==> src/rtl/knight_pkg.sv <==
// Shared types, move table and board-index helper for the knight's-tour engine.
package knight_pkg;

  typedef enum logic [2:0] {IDLE, PLACE, PROBE, BACKTRACK, PAUSE, DONE} state_t;
  typedef enum logic {NO, YES} boolean;

  localparam int unsigned CW     = 4;  // coordinate width
  localparam int unsigned IW     = 3;  // move index width
  localparam int unsigned AW     = 8;  // flat cell index width (up to 15x15)
  localparam int unsigned NMOVES = 8;

  // Move order (drow, dcol): (2,1) (1,2) (-1,2) (-2,1) (-2,-1) (-1,-2) (1,-2) (2,-1)
  localparam logic signed [4:0] MOVE_DR [NMOVES] =
    '{5'sd2, 5'sd1, -5'sd1, -5'sd2, -5'sd2, -5'sd1, 5'sd1, 5'sd2};
  localparam logic signed [4:0] MOVE_DC [NMOVES] =
    '{5'sd1, 5'sd2, 5'sd2, 5'sd1, -5'sd1, -5'sd2, -5'sd2, -5'sd1};

  typedef struct packed {
    logic [IW-1:0] i;
    logic [CW-1:0] x;
    logic [CW-1:0] y;
  } frame_t;

  function automatic logic [AW-1:0] cell_idx(input logic [CW-1:0] x,
                                             input logic [CW-1:0] y,
                                             input int unsigned   cols);
    return AW'(32'(x) * cols + 32'(y));
  endfunction

endpackage

==> src/rtl/knight_tour_engine_if.sv <==
// Control, status and board read port of the knight's-tour engine.
interface knight_tour_engine_if #(
  parameter int unsigned DW = 5
);
  logic          start;
  logic [3:0]    start_x;
  logic [3:0]    start_y;
  logic          step_mode;
  logic          step;
  logic          abort;
  logic          busy;
  logic          done;
  logic          found;
  logic [DW-1:0] depth;
  logic          ev_next;
  logic          ev_back;
  logic [3:0]    rd_x;
  logic [3:0]    rd_y;
  logic [DW-1:0] rd_data;

  modport master (
    output start, start_x, start_y, step_mode, step, abort, rd_x, rd_y,
    input  busy, done, found, depth, ev_next, ev_back, rd_data
  );

  modport slave (
    input  start, start_x, start_y, step_mode, step, abort, rd_x, rd_y,
    output busy, done, found, depth, ev_next, ev_back, rd_data
  );
endinterface

==> src/rtl/knight_move_gen.sv <==
// Combinational candidate generator: applies move i to (x,y) and reports legality.
module knight_move_gen
  import knight_pkg::*;
#(
  parameter int unsigned ROWS = 5,
  parameter int unsigned COLS = 5
) (
  input  logic [CW-1:0]        x,
  input  logic [CW-1:0]        y,
  input  logic [IW-1:0]        i,
  input  logic [ROWS*COLS-1:0] occ,
  output logic [CW-1:0]        nx,
  output logic [CW-1:0]        ny,
  output logic                 legal
);
  localparam int unsigned CELLS = ROWS * COLS;

  logic signed [4:0] sx;
  logic signed [4:0] sy;
  logic              in_range;
  logic              hit;
  logic [AW-1:0]     idx;

  // A set bit 4 means the signed sum went negative or past 15.
  always_comb begin
    sx       = $signed({1'b0, x}) + MOVE_DR[i];
    sy       = $signed({1'b0, y}) + MOVE_DC[i];
    nx       = sx[3:0];
    ny       = sy[3:0];
    in_range = !sx[4] && !sy[4] && (32'(nx) < ROWS) && (32'(ny) < COLS);
    idx      = cell_idx(nx, ny, COLS);
    hit      = 1'b0;
    for (int unsigned k = 0; k < CELLS; k++) begin
      if (idx == AW'(k)) hit = occ[k];
    end
    legal = in_range && !hit;
  end

endmodule

==> src/rtl/knight_tour_engine.sv <==
// Depth-first knight's-tour solver with explicit move stack, single-step and abort.
module knight_tour_engine
  import knight_pkg::*;
#(
  parameter int unsigned ROWS = 5,
  parameter int unsigned COLS = 5
) (
  input  logic                clk,
  input  logic                rst,
  knight_tour_engine_if.slave bus
);
  localparam int unsigned CELLS = ROWS * COLS;
  localparam int unsigned DW    = $clog2(CELLS + 1);

  state_t        state_q, state_d;
  logic [CW-1:0] x_q, x_d, y_q, y_d;
  logic [IW-1:0] i_q, i_d;
  logic [DW-1:0] depth_q, depth_d, depth_inc;
  boolean        found_q, found_d;
  logic          busy_q, done_q, done_d;
  logic          ev_next_q, ev_next_d, ev_back_q, ev_back_d;

  logic [DW-1:0]    board [CELLS];
  frame_t           stack [CELLS];
  logic [CELLS-1:0] occ;
  logic             clr_all, wr_en, push;
  logic [AW-1:0]    wr_idx, cur_idx, mv_idx;
  logic [DW-1:0]    wr_val, rd_val;
  frame_t           pop_frame;
  logic [CW-1:0]    mv_nx, mv_ny;
  logic             mv_legal, start_ok;

  knight_move_gen #(.ROWS(ROWS), .COLS(COLS)) u_move_gen (
    .x     (x_q),
    .y     (y_q),
    .i     (i_q),
    .occ   (occ),
    .nx    (mv_nx),
    .ny    (mv_ny),
    .legal (mv_legal)
  );

  assign depth_inc = depth_q + DW'(1);
  assign cur_idx   = cell_idx(x_q, y_q, COLS);
  assign mv_idx    = cell_idx(mv_nx, mv_ny, COLS);
  assign start_ok  = (32'(bus.start_x) < ROWS) && (32'(bus.start_y) < COLS);

  // Occupancy view and top-of-stack read; stack slot n holds the frame pushed at depth n.
  always_comb begin
    occ       = '0;
    pop_frame = '0;
    for (int unsigned k = 0; k < CELLS; k++) begin
      occ[k] = (board[k] != '0);
      if (DW'(k) == depth_q - DW'(1)) pop_frame = stack[k];
    end
  end

  always_comb begin
    state_d   = state_q;
    x_d       = x_q;
    y_d       = y_q;
    i_d       = i_q;
    depth_d   = depth_q;
    found_d   = found_q;
    done_d    = 1'b0;
    ev_next_d = 1'b0;
    ev_back_d = 1'b0;
    clr_all   = 1'b0;
    wr_en     = 1'b0;
    wr_idx    = cur_idx;
    wr_val    = '0;
    push      = 1'b0;
    case (state_q)
      IDLE, DONE: begin
        if (bus.start) begin
          found_d = NO;
          if (start_ok) begin
            clr_all = 1'b1;
            x_d     = bus.start_x;
            y_d     = bus.start_y;
            depth_d = '0;
            state_d = PLACE;
          end else begin
            state_d = DONE;
            done_d  = 1'b1;
          end
        end
      end
      PLACE: begin
        wr_en   = 1'b1;
        wr_val  = DW'(1);
        depth_d = DW'(1);
        i_d     = '0;
        if (CELLS == 1) begin
          state_d = DONE;
          found_d = YES;
          done_d  = 1'b1;
        end else begin
          state_d = PROBE;
        end
      end
      PROBE: begin
        if (mv_legal) begin
          push      = 1'b1;
          x_d       = mv_nx;
          y_d       = mv_ny;
          wr_en     = 1'b1;
          wr_idx    = mv_idx;
          wr_val    = depth_inc;
          depth_d   = depth_inc;
          i_d       = '0;
          ev_next_d = 1'b1;
          if (depth_inc == DW'(CELLS)) begin
            state_d = DONE;
            found_d = YES;
            done_d  = 1'b1;
          end else if (bus.step_mode) begin
            state_d = PAUSE;
          end
        end else if (i_q != IW'(7)) begin
          i_d = i_q + IW'(1);
        end else begin
          state_d = BACKTRACK;
        end
      end
      BACKTRACK: begin
        if (depth_q == DW'(1)) begin
          state_d = DONE;
          found_d = NO;
          done_d  = 1'b1;
        end else begin
          wr_en     = 1'b1;
          x_d       = pop_frame.x;
          y_d       = pop_frame.y;
          depth_d   = depth_q - DW'(1);
          ev_back_d = 1'b1;
          if (pop_frame.i != IW'(7)) begin
            i_d     = pop_frame.i + IW'(1);
            state_d = bus.step_mode ? PAUSE : PROBE;
          end
        end
      end
      PAUSE: begin
        if (bus.step || !bus.step_mode) state_d = PROBE;
      end
      default: state_d = IDLE;
    endcase

    // Abort freezes the board and position exactly as they are.
    if (bus.abort && (state_q inside {PLACE, PROBE, BACKTRACK, PAUSE})) begin
      state_d   = DONE;
      x_d       = x_q;
      y_d       = y_q;
      i_d       = i_q;
      depth_d   = depth_q;
      found_d   = NO;
      done_d    = 1'b1;
      ev_next_d = 1'b0;
      ev_back_d = 1'b0;
      clr_all   = 1'b0;
      wr_en     = 1'b0;
      push      = 1'b0;
    end
  end

  always_ff @(posedge clk) begin
    if (rst) begin
      state_q   <= IDLE;
      x_q       <= '0;
      y_q       <= '0;
      i_q       <= '0;
      depth_q   <= '0;
      found_q   <= NO;
      busy_q    <= 1'b0;
      done_q    <= 1'b0;
      ev_next_q <= 1'b0;
      ev_back_q <= 1'b0;
    end else begin
      state_q   <= state_d;
      x_q       <= x_d;
      y_q       <= y_d;
      i_q       <= i_d;
      depth_q   <= depth_d;
      found_q   <= found_d;
      busy_q    <= state_d inside {PLACE, PROBE, BACKTRACK, PAUSE};
      done_q    <= done_d;
      ev_next_q <= ev_next_d;
      ev_back_q <= ev_back_d;
    end
  end

  always_ff @(posedge clk) begin
    for (int unsigned k = 0; k < CELLS; k++) begin
      if (rst || clr_all)                  board[k] <= '0;
      else if (wr_en && wr_idx == AW'(k))  board[k] <= wr_val;
    end
  end

  always_ff @(posedge clk) begin
    for (int unsigned k = 0; k < CELLS; k++) begin
      if (push && DW'(k) == depth_q) stack[k] <= '{i: i_q, x: x_q, y: y_q};
    end
  end

  always_comb begin
    rd_val = '0;
    if ((32'(bus.rd_x) < ROWS) && (32'(bus.rd_y) < COLS)) begin
      for (int unsigned k = 0; k < CELLS; k++) begin
        if (cell_idx(bus.rd_x, bus.rd_y, COLS) == AW'(k)) rd_val = board[k];
      end
    end
  end

  assign bus.busy    = busy_q;
  assign bus.done    = done_q;
  assign bus.found   = (found_q == YES);
  assign bus.depth   = depth_q;
  assign bus.ev_next = ev_next_q;
  assign bus.ev_back = ev_back_q;
  assign bus.rd_data = rd_val;

endmodule

==> src/flat_wrapper.sv <==
// flat-port wrapper written by rule: the top's interface ports become plain ports
module knight_tour_engine_flat import knight_pkg::*;
#(
  parameter int unsigned ROWS = 5,
  parameter int unsigned COLS = 5
)
  (clk, rst, bus_start, bus_start_x, bus_start_y, bus_step_mode, bus_step, bus_abort, bus_rd_x, bus_rd_y, bus_busy, bus_done, bus_found, bus_depth, bus_ev_next, bus_ev_back, bus_rd_data);
  knight_tour_engine_if #(.DW(5)) bus_i ();
  input  logic clk;
  input  logic rst;
  input wire logic [$bits(bus_i.start)-1:0] bus_start;
  input wire logic [$bits(bus_i.start_x)-1:0] bus_start_x;
  input wire logic [$bits(bus_i.start_y)-1:0] bus_start_y;
  input wire logic [$bits(bus_i.step_mode)-1:0] bus_step_mode;
  input wire logic [$bits(bus_i.step)-1:0] bus_step;
  input wire logic [$bits(bus_i.abort)-1:0] bus_abort;
  input wire logic [$bits(bus_i.rd_x)-1:0] bus_rd_x;
  input wire logic [$bits(bus_i.rd_y)-1:0] bus_rd_y;
  output wire logic [$bits(bus_i.busy)-1:0] bus_busy;
  output wire logic [$bits(bus_i.done)-1:0] bus_done;
  output wire logic [$bits(bus_i.found)-1:0] bus_found;
  output wire logic [$bits(bus_i.depth)-1:0] bus_depth;
  output wire logic [$bits(bus_i.ev_next)-1:0] bus_ev_next;
  output wire logic [$bits(bus_i.ev_back)-1:0] bus_ev_back;
  output wire logic [$bits(bus_i.rd_data)-1:0] bus_rd_data;
  assign bus_i.start = bus_start;
  assign bus_i.start_x = bus_start_x;
  assign bus_i.start_y = bus_start_y;
  assign bus_i.step_mode = bus_step_mode;
  assign bus_i.step = bus_step;
  assign bus_i.abort = bus_abort;
  assign bus_i.rd_x = bus_rd_x;
  assign bus_i.rd_y = bus_rd_y;
  assign bus_busy = bus_i.busy;
  assign bus_done = bus_i.done;
  assign bus_found = bus_i.found;
  assign bus_depth = bus_i.depth;
  assign bus_ev_next = bus_i.ev_next;
  assign bus_ev_back = bus_i.ev_back;
  assign bus_rd_data = bus_i.rd_data;
  knight_tour_engine #(.ROWS(ROWS), .COLS(COLS)) u_core (.clk(clk), .rst(rst), .bus(bus_i));
endmodule
==> config.mk <==
export PLATFORM = sky130hd
export DESIGN_NAME = knight_tour_engine_flat
export DESIGN_NICKNAME = d
export VERILOG_FILES = /design/src/rtl/knight_pkg.sv /design/src/rtl/knight_tour_engine_if.sv /design/src/rtl/knight_move_gen.sv /design/src/rtl/knight_tour_engine.sv /design/src/flat_wrapper.sv
export SDC_FILE = /design/constraint.sdc
export NUM_CORES = 1
export LEC_CHECK = 0
export ABC_AREA = 1
export CAP_MARGIN = 15
export CORE_MARGIN = 2
export CORE_UTILIZATION = 52
export DETAILED_ROUTE_END_ITERATION = 10
export GPL_TIMING_DRIVEN = 1
export PLACE_DENSITY = 0.77
export SYNTH_ARGS = -nofsm -noshare
export SYNTH_HDL_FRONTEND = slang
export SYNTH_SLANG_ARGS = --single-unit
==> constraint.sdc <==
create_clock -name clk -period 13.5 [get_ports clk]
set_input_delay 2.7 -clock clk [delete_from_list [all_inputs] [get_ports clk]]
set_output_delay 2.7 -clock clk [all_outputs]
set_load 0.005 [all_outputs]
# == Yosys cells after proc, flatten, opt, wreduce, memory -nomap -nowiden ==
# Memories as Yosys holds them, arrays and structs flattened.
# Cells that the tools add are included.
# totals
reg_bits,24
ram_bits,400
rom_bits,80
in_bits,22
output_inout_bits,15
n_memories,4
# op_classes
addsub,9
multipliers,3
n_lt_le_gt_ge,7
n_eq_ne,141
mux,362
bitwise,28
reduce_logical,130
# mem_list
name,words,word_bits,rd,rd_ports_with_merged_regs,wr,line,source
u_core.stack,25,11,25,0,1,knight_tour_engine.sv:24,frame_t stack [CELLS];
u_core.board,25,5,25,0,25,knight_tour_engine.sv:23,logic [DW-1:0] board [CELLS];
(no name shown),8,5,1,0,0,knight_move_gen.sv:27,"sy = $signed({1'b0, y}) + MOVE_DC[i];"
(no name shown),8,5,1,0,0,knight_move_gen.sv:26,"sx = $signed({1'b0, x}) + MOVE_DR[i];"
# ops
cell,count
$mux W11,49
$mux W5,84
$reduce_or A11 Y1,24
$eq A8 B5 Y1 const B,27
$mux W1,195
$eq A8 B4 Y1 const B,24
$reduce_bool A5 Y1,25
$eq A8 B3 Y1 const B,12
$eq A5 B5 Y1 const A,18
$eq A4 B5 Y1 const A,16
$logic_and A1 B1 Y1,57
$eq A8 B2 Y1 const B,6
$mux W3,15
$eq A3 B5 Y1 const A,8
$mux W4,8
$or A1 B1 Y1,25
$add A7 B4 Y8,3
$eq A8 B1 Y1 const B,3
$logic_not A8 Y1,3
$lt A4 B3 Y1 const B,6
$pmux W4 S3,2
$mul A4 B3 Y7 const B,3
$eq A2 B5 Y1 const A,4
$pmux W5 S4,1
32 further kinds,62

# == Depth between registers and ports, before layout ==
# Gate-level depths: netlist (run 1).
# logic_depth
ltp_word,66
mapped_depth,42
depth_no_buf,42

# == By module ==
# Synthesis (run 1) repeated with hierarchy kept, for this count alone.
# hier_totals
hier_cells,2197
area_unflattened_um2,21246.6
# modules_own_cells
module,n_inst,cells_each,area_each_um2
knight_tour_engine,1,2013,20073.0
knight_move_gen,1,184,1173.6

# == Least setup slack after synthesis (run 1) ==
# Ideal clock, no wire load.
# synth_path
path_kind,input to output
startpoint,input bus_rd_x[1]
endpoint,output bus_rd_data[0]
arrival_time_ns,6.001
required_time_ns,10.800
path_slack_ns,4.799
path_stages,27
n_path_buf,0
path_cell_list,ha_1 inv_1 fa_1 inv_1 ha_1 nand2_1 o21ai_0 xor2_1 nor3_1 nand2_1 inv_1 nand2_1 inv_1 a221oi_1 nand3_1 a221oi_1 nand4_1 nor3b_1 nand4_1 nand2_1 nand2_1 nand2_1 nand2_1 nand2_1 nand2_1 a21oi_1 nor2_1
# synth_via
elab_chain_len,29
word_cells_on_any_way,55
cone_classes,add/sub (1); mul (1); order compare (1); eq/ne (24); mux (26); reduce/logical (2)
# synth_lines
element,line,source
start: declaration,flat_wrapper.sv:17,input wire logic [$bits(bus_i.rd_x)-1:0] bus_rd_x;
$mul A4 B3 Y7,knight_pkg.sv:27,return AW'(32'(x) * cols + 32'(y));
$add A7 B4 Y8,knight_pkg.sv:27,
$logic_not A8 Y1,knight_tour_engine.sv:209,"if (cell_idx(bus.rd_x, bus.rd_y, COLS) == AW'(k)) rd_val = board[k];"
$mux W5 (25 in series),knight_tour_engine.sv:209,
$mux W5 *,knight_tour_engine.sv:207,if ((32'(bus.rd_x) < ROWS) && (32'(bus.rd_y) < COLS)) begin
end: declaration,flat_wrapper.sv:25,output wire logic [$bits(bus_i.rd_data)-1:0] bus_rd_data;
# Every way passes the cells marked *; elsewhere a longest branch is shown, timed or not.

# == Final worst setup path (run 1) ==
# layout_path
startpoint,input bus_rd_x[1]
endpoint,output bus_rd_data[3]
# Same word-level chain as after synthesis.

==> results of run 1 <==
## logic make-up after synthesis
logic type / count (synthesis)
simple gates: 1154
fa+ha+maj: 62
buf+inv: 276
flops: 424
xor+xnor: 18
compound gates: 255
## path summary, 6_finish.rpt
kind         cells past startpoint  slack, ps                   to
max reg2reg                     32       5310  u_core.stack[1][59]
min                              2        530     u_core.bus.found
max                             29       2880       bus_rd_data[3]
min reg2reg                      2        530     u_core.bus.found
## layout make-up
type / instances / area share, %
sequential: 424 / 52.9
multi-input combinational: 1489 / 32.3
clock buffer: 54 / 4.95
inverter: 215 / 3.42
tap: 525 / 2.78
timing repair buffer: 72 / 2.67
clock inverter: 27 / 0.970
antenna: 1 / 0.0106
## tightest hold or removal path, cell delays in order, from the launching register on
cell and delay, ps:
dfxtp_1 320, a21oi_1 120, a211oi_1 50
## metrics by stage
| step | power, mW | area [µm²] | hold slack [ps] |
|---|---|---|---|
| 2_1_floorplan | 3.31 | 21100 | 502 |
| 3_3_place_gp | 3.93 | 22200 | 510 |
| 3_5_place_dp | 3.99 | 22200 | 521 |
| 4_1_cts | 5.18 | 23600 | 523 |
| 5_1_grt | 5.53 | 23600 | 550 |
| 6_report | 5.20 | 23600 | 532 |
## routing by layer
layer  up-vias  routed length, µm  GRT usage, %
met5         -                  0             0
met4         0               1580          8.63
met2       617              25600          43.0
met1      7599              22000          33.4
met3       101               3930          4.97
li1       7569                  -             -
## cells in the mapped netlist, drive strengths merged, types with 4 or more instances
| library cell | n | area (µm²) |
|---|---|---|
| o2111ai | 4 | 35.0 |
| dfxtp | 24 | 480 |
| edfxtp | 400 | 12000 |
| o21ai | 68 | 359 |
| clkinv | 7 | 26.3 |
| a211oi | 6 | 45.0 |
| clkbuf | 50 | 188 |
| nor3 | 46 | 235 |
| nor4 | 7 | 43.8 |
| nand2 | 525 | 2020 |
| or2 | 36 | 225 |
| buf | 11 | 72.6 |
| o211ai | 22 | 165 |
| xnor2 | 7 | 61.3 |
| a21oi | 125 | 626 |
| nor2 | 345 | 1430 |
| fa | 8 | 160 |
| ha | 54 | 676 |
| a221oi | 6 | 58.8 |
| o22ai | 13 | 81.3 |
| nand3 | 159 | 911 |
| nand4 | 28 | 200 |
| inv | 208 | 781 |
| xor2 | 11 | 96.3 |
## power groups by stage
stage          Sequential [mW]  Clock, mW  Combinational [mW]
4_1_cts                   1.62       1.20                2.36
6_report                  1.63       1.18                2.39
2_1_floorplan             1.67          0                1.64
3_5_place_dp              1.65          0                2.34
5_1_grt                   1.63       1.25                2.65
3_3_place_gp              1.65          0                2.28
## cell usage in the layout (no fill, tap or decap), drive strengths merged, types with 8 or more instances in the layout
master	netlist	final
edfxtp	400	400
o21ai	68	68
inv	208	210
a21oi	125	125
o22ai	13	13
ha	54	54
or2	36	36
nand3	159	159
nand2	525	525
o211ai	22	22
xor2	11	11
buf	11	36
clkinv	7	27
clkdlybuf4s50	0	36
clkbuf	50	54
nand4	28	28
nor2	345	345
nor3	46	46
dfxtp	24	24
fa	8	8
## registers in the layout (all words and copies together) (netlist names)
name	flops
u_core.stack	275
u_core.board	125
u_core.bus.depth	5
u_core.x_q	4
u_core.y_q	4
u_core.i_q	3
u_core.state_q	3
u_core.bus.busy	1
u_core.bus.done	1
u_core.bus.ev_back	1
u_core.bus.ev_next	1
u_core.bus.found	1
==> flow_metrics.tcl, run 1 <==
set metrics [dict create \
    dpl_worst_slack_ps 2950 \
    crit_path_start "bus_rd_x[1]" \
    postLayoutSetupSlackWorst_ps 2880 \
    drt-wirelength-per-cell_um 18.9 \
    power_frac_seq_pct 31.3 \
    power.switching_mw 2.27 \
    drv_slew 0 \
    dieArea_mm2 0.0423 \
    die_h_um 206 \
    cts_htree_levels 2 \
    clock-sinks 424 \
    synth_top_family_by_area "simple AND/OR/NAND/NOR gates" \
    max_freq_mhz 94.2 \
    crit_fanout 5 \
    critPathTopFamily "simple AND/OR/NAND/NOR gates" \
    worst_hold_path_type "reg -> reg" \
    status "finished, final reports clean" \
    synth_fa_ha_area_share_pct 3.96 \
    synthMuxAreaShare_pct 0 \
    seq_area_frac_synth_pct 59.1 \
    required_ps 10800 \
    internal_power_mw 2.93 \
    async_flop_share_pct 0 \
    numCtsBuffers 44 \
    max_slew_margin_pct 27.5 \
    area_growth_pct 11.7 \
    drc_errors 0 \
    synth_ff_type "edfxtp_1" \
    root_buffer "clkbuf_16" \
    max_stage_delay_ps 550 \
    path_buf_inv 5 \
    initialDrtViolationCount 1321 \
    worstHoldStart "u_core.bus.found" \
    routed_wl_mm 53.1 \
    p_per_area_mw_per_mm2 220 \
    core_mm2 0.0399 \
    ant_nets 0 \
    fin_util_pct 59.1 \
    start_kind "input pin" \
    cpMaxStageDelayCell "nor3_1" \
    avgSynthCellArea_um2 9.65 \
    syn_inst 2189 \
    synthesis.nets 2273 \
    first_pass_iters 6 \
    cts_tree "done" \
    p_leak_nw 9.08 \
    grt_pass1_wl_mm 83.0 \
    clk_pin_slew_ps 60 \
    ys_seq_elements 424 \
    hpwl_mm 37.0 \
    multi_input_area_mm2 0.00761 \
    worst_slew_pin_slew_ps 1080 \
    fin_crit_sh_pct 78.7 \
    setup.worst_path.class "in -> out" \
    via_per_inst 5.66 \
    clock_path_buffers 3 \
    reg2reg_from "u_core.i_q[0]" \
    finalWorstPathRequiredPeriod_ps 10620 \
    die_w_um 206 \
    setup_viol 0 \
    grt_max_degree 51 \
    irDropWorstVdd_uv 231 \
    initial_core_util_pct 52.9 \
    num_rows 73 \
    num_vias 15900 \
    cts_resized 0 \
    io_pins 37 \
    synth-simple-area-share_pct 24.2 \
    antenna_found_initial 1 \
    postCtsSetupBuffers 0 \
    drive_gt1_share_pct 9.60 \
    hold_buffers 0 \
    port_buffers 36 \
    switching_share_pct 43.7 \
    synth_enable_flop_cells 400 \
    finClkSkew_ps 19.9 \
    ys_warn_count 0 \
    hold_violations 0 \
    seqCellArea_mm2 0.0125 \
    p_clk_share_pct 22.7 \
    fin_cells 2807 \
    synth.distinct_cells 52 \
    clkLatencyLatePin_ps 580 \
    tns_ps 0 \
    pwr-share-comb_pct 46.0 \
    max_cap_viol_count 0 \
    cp_data_arrival_time_ps 7920 \
    syn_area_mm2 0.0211 \
    crit_top_cell "nand2_1" \
    synth_compound_area_share_pct 6.92 \
    grt_use_total_pct 25.6 \
    dp.cells 2725 \
    synthXorXnorAreaFrac_pct 0.746 \
    fill_cells 3244 \
    rsz0062_at_grt "false" \
    nets 2330 \
    grt_overflow 0 \
    place.gp.congestion 0.927 \
    grt_pass1_vias 15600 \
    endpoint_kind "output port" \
]
Note: power is estimated with default switching activity, not from simulation.
==> inputs of run 2 (changes only) <==
==> constraint.sdc (replaced) <==
create_clock -name clk -period 10.23 [get_ports clk]
set_input_delay 2.046 -clock clk [delete_from_list [all_inputs] [get_ports clk]]
set_output_delay 2.046 -clock clk [all_outputs]
set_load 0.005 [all_outputs]
==> run 2 against run 1 <==
Wire length up 1.2%. Final area up 0.14%. Critical endpoint unchanged. Via count up 0.55%. Clock power up 35%. Hold slack better by 5.0 ps. Power up 33%. Setup slack worse by 1900 ps. Clock skew up 4.4 ps. Sequential power up 32%. Global-route usage up 0.29 points.
==> flow_metrics.tcl, run 2 (synthesized netlist as in run 1, its figures left out) <==
set metrics [dict create \
    hold_ws_ps 537 \
    initialDrtViolationCount 1530 \
    largest_reg_flops 275 \
    cts_tree "done" \
    hold_buffers 0 \
    grt_pass1_wl_mm 84.0 \
    antenna_found_initial 1 \
    start_kind "input pin" \
    setup_viol 0 \
    required_ps 8180 \
    clock_path_buffers 3 \
    hpwl_mm 37.1 \
    fin_crit_sh_pct 90.8 \
    die_w_um 206 \
    max_cap_viol_count 0 \
    finClkSkew_ps 24.3 \
    grtUsageMet2_pct 44.1 \
    top_usage_layer "met2" \
    final_cell_mix "nand2_1, edfxtp_1, nor2_1, inv_1, nand3_1" \
    postLayoutSetupSlackWorst_ps 944 \
    dpl_cell_area_mm2 0.0222 \
    fill_cells 3256 \
    drv_slew 0 \
    p_leak_nw 9.09 \
    grt_use_total_pct 25.9 \
    max_freq_mhz 108 \
    p_per_area_mw_per_mm2 292 \
    irDropWorstVdd_uv 311 \
    regMostFlops "u_core.stack" \
    drive_gt1_share_pct 9.52 \
    place.gp.congestion 0.926 \
    num_vias 16000 \
    clock-sinks 424 \
    drt-wirelength-per-cell_um 19.2 \
    grtUsageMet1_pct 33.9 \
    initial_core_util_pct 52.9 \
    fin_util_pct 59.2 \
    num_rows 73 \
    tns_ps 0 \
    cts_resized 0 \
    cpMaxStageDelayCell "fa_1" \
    root_buffer "clkbuf_16" \
    ant_nets 0 \
    grt_max_degree 51 \
    fin_area_mm2 0.0236 \
    dpl_worst_slack_ps 1030 \
    grt_pass1_vias 15600 \
    cts_htree_levels 2 \
    status "finished, final reports clean" \
    critPathTopFamily "simple AND/OR/NAND/NOR gates" \
    port_buffers 36 \
    cp_data_arrival_time_ps 7240 \
    grt_overflow 0 \
    hold_violations 0 \
    endpoint_kind "output port" \
    routed_wl_mm 53.7 \
    dieArea_mm2 0.0423 \
    max_stage_delay_ps 510 \
    fin_cells 2805 \
    finalWorstPathRequiredPeriod_ps 9290 \
    die_h_um 206 \
    first_pass_iters 6 \
    grtUsageMet3_pct 4.10 \
    clk_pin_slew_ps 60 \
    area_growth_pct 11.8 \
    postCtsSetupBuffers 0 \
    crit_fanout 5 \
    rsz0062_at_grt "false" \
    multi_input_area_mm2 0.00761 \
    via_per_inst 5.69 \
    layout_commonest_cell "nand2_1" \
    worst_slew_pin_slew_ps 1060 \
    max_slew_margin_pct 29.0 \
    setup.worst_path.class "in -> out" \
    clkLatencyLatePin_ps 590 \
    core_mm2 0.0399 \
    numCtsBuffers 44 \
    dp.cells 2725 \
    p_total_mw 6.89 \
    nets 2330 \
    path_buf_inv 5 \
    worst_hold_path_type "reg -> reg" \
    drc_errors 0 \
    seqCellArea_mm2 0.0125 \
    io_pins 37 \
    crit_top_cell "nand2_1" \
]
run 2: changes by cell type in the layout (fill, tap and decap cells not counted), sizes merged:
cell / before / now
clkinvlp: 2 / 1
clkinv: 27 / 21
inv: 210 / 208
clkbuf: 54 / 60
bufinv: 3 / 4
run 2: final cells by class:
| class | instances | share of cell area, % |
|---|---|---|
| Tap cell | 525 | 2.78 |
| Multi-Input combinational cell | 1489 | 32.2 |
| Clock inverter | 19 | 1.01 |
| Inverter | 215 | 3.42 |
| Sequential cell | 424 | 52.9 |
| Timing Repair Buffer | 72 | 2.67 |
| Clock buffer | 60 | 5.05 |
| Antenna cell | 1 | 0.0106 |
run 2: report_power, final:
part	internal, mW	switching [mW]
sequential	2.08	0.0633
clock	0.924	0.667
combinational	0.887	2.27
run 2: worst paths after layout:
kind,start,endpoint,slack [ps],depth (start not counted)
worst max-delay path,bus_rd_x[1],bus_rd_data[3],940,29
worst max register to register,u_core.i_q[0],u_core.stack[1][72],2030,32
worst min-delay path,u_core.bus.found,u_core.bus.found,540,2
worst min register to register,u_core.bus.found,u_core.bus.found,540,2
run 2: worst min-delay path, cell delays in order, from the launching register on:
cell	delay, ps
dfxtp_1	320
a21oi_1	120
a211oi_1	50
run 2: layer usage:
layer	part of all wire (%)	up-vias	wire length, µm
met5	0	-	0
met4	2.6	0	1380
met3	7.7	100	4140
met2	49	637	26100
met1	41	7677	22100
li1	-	7559	-
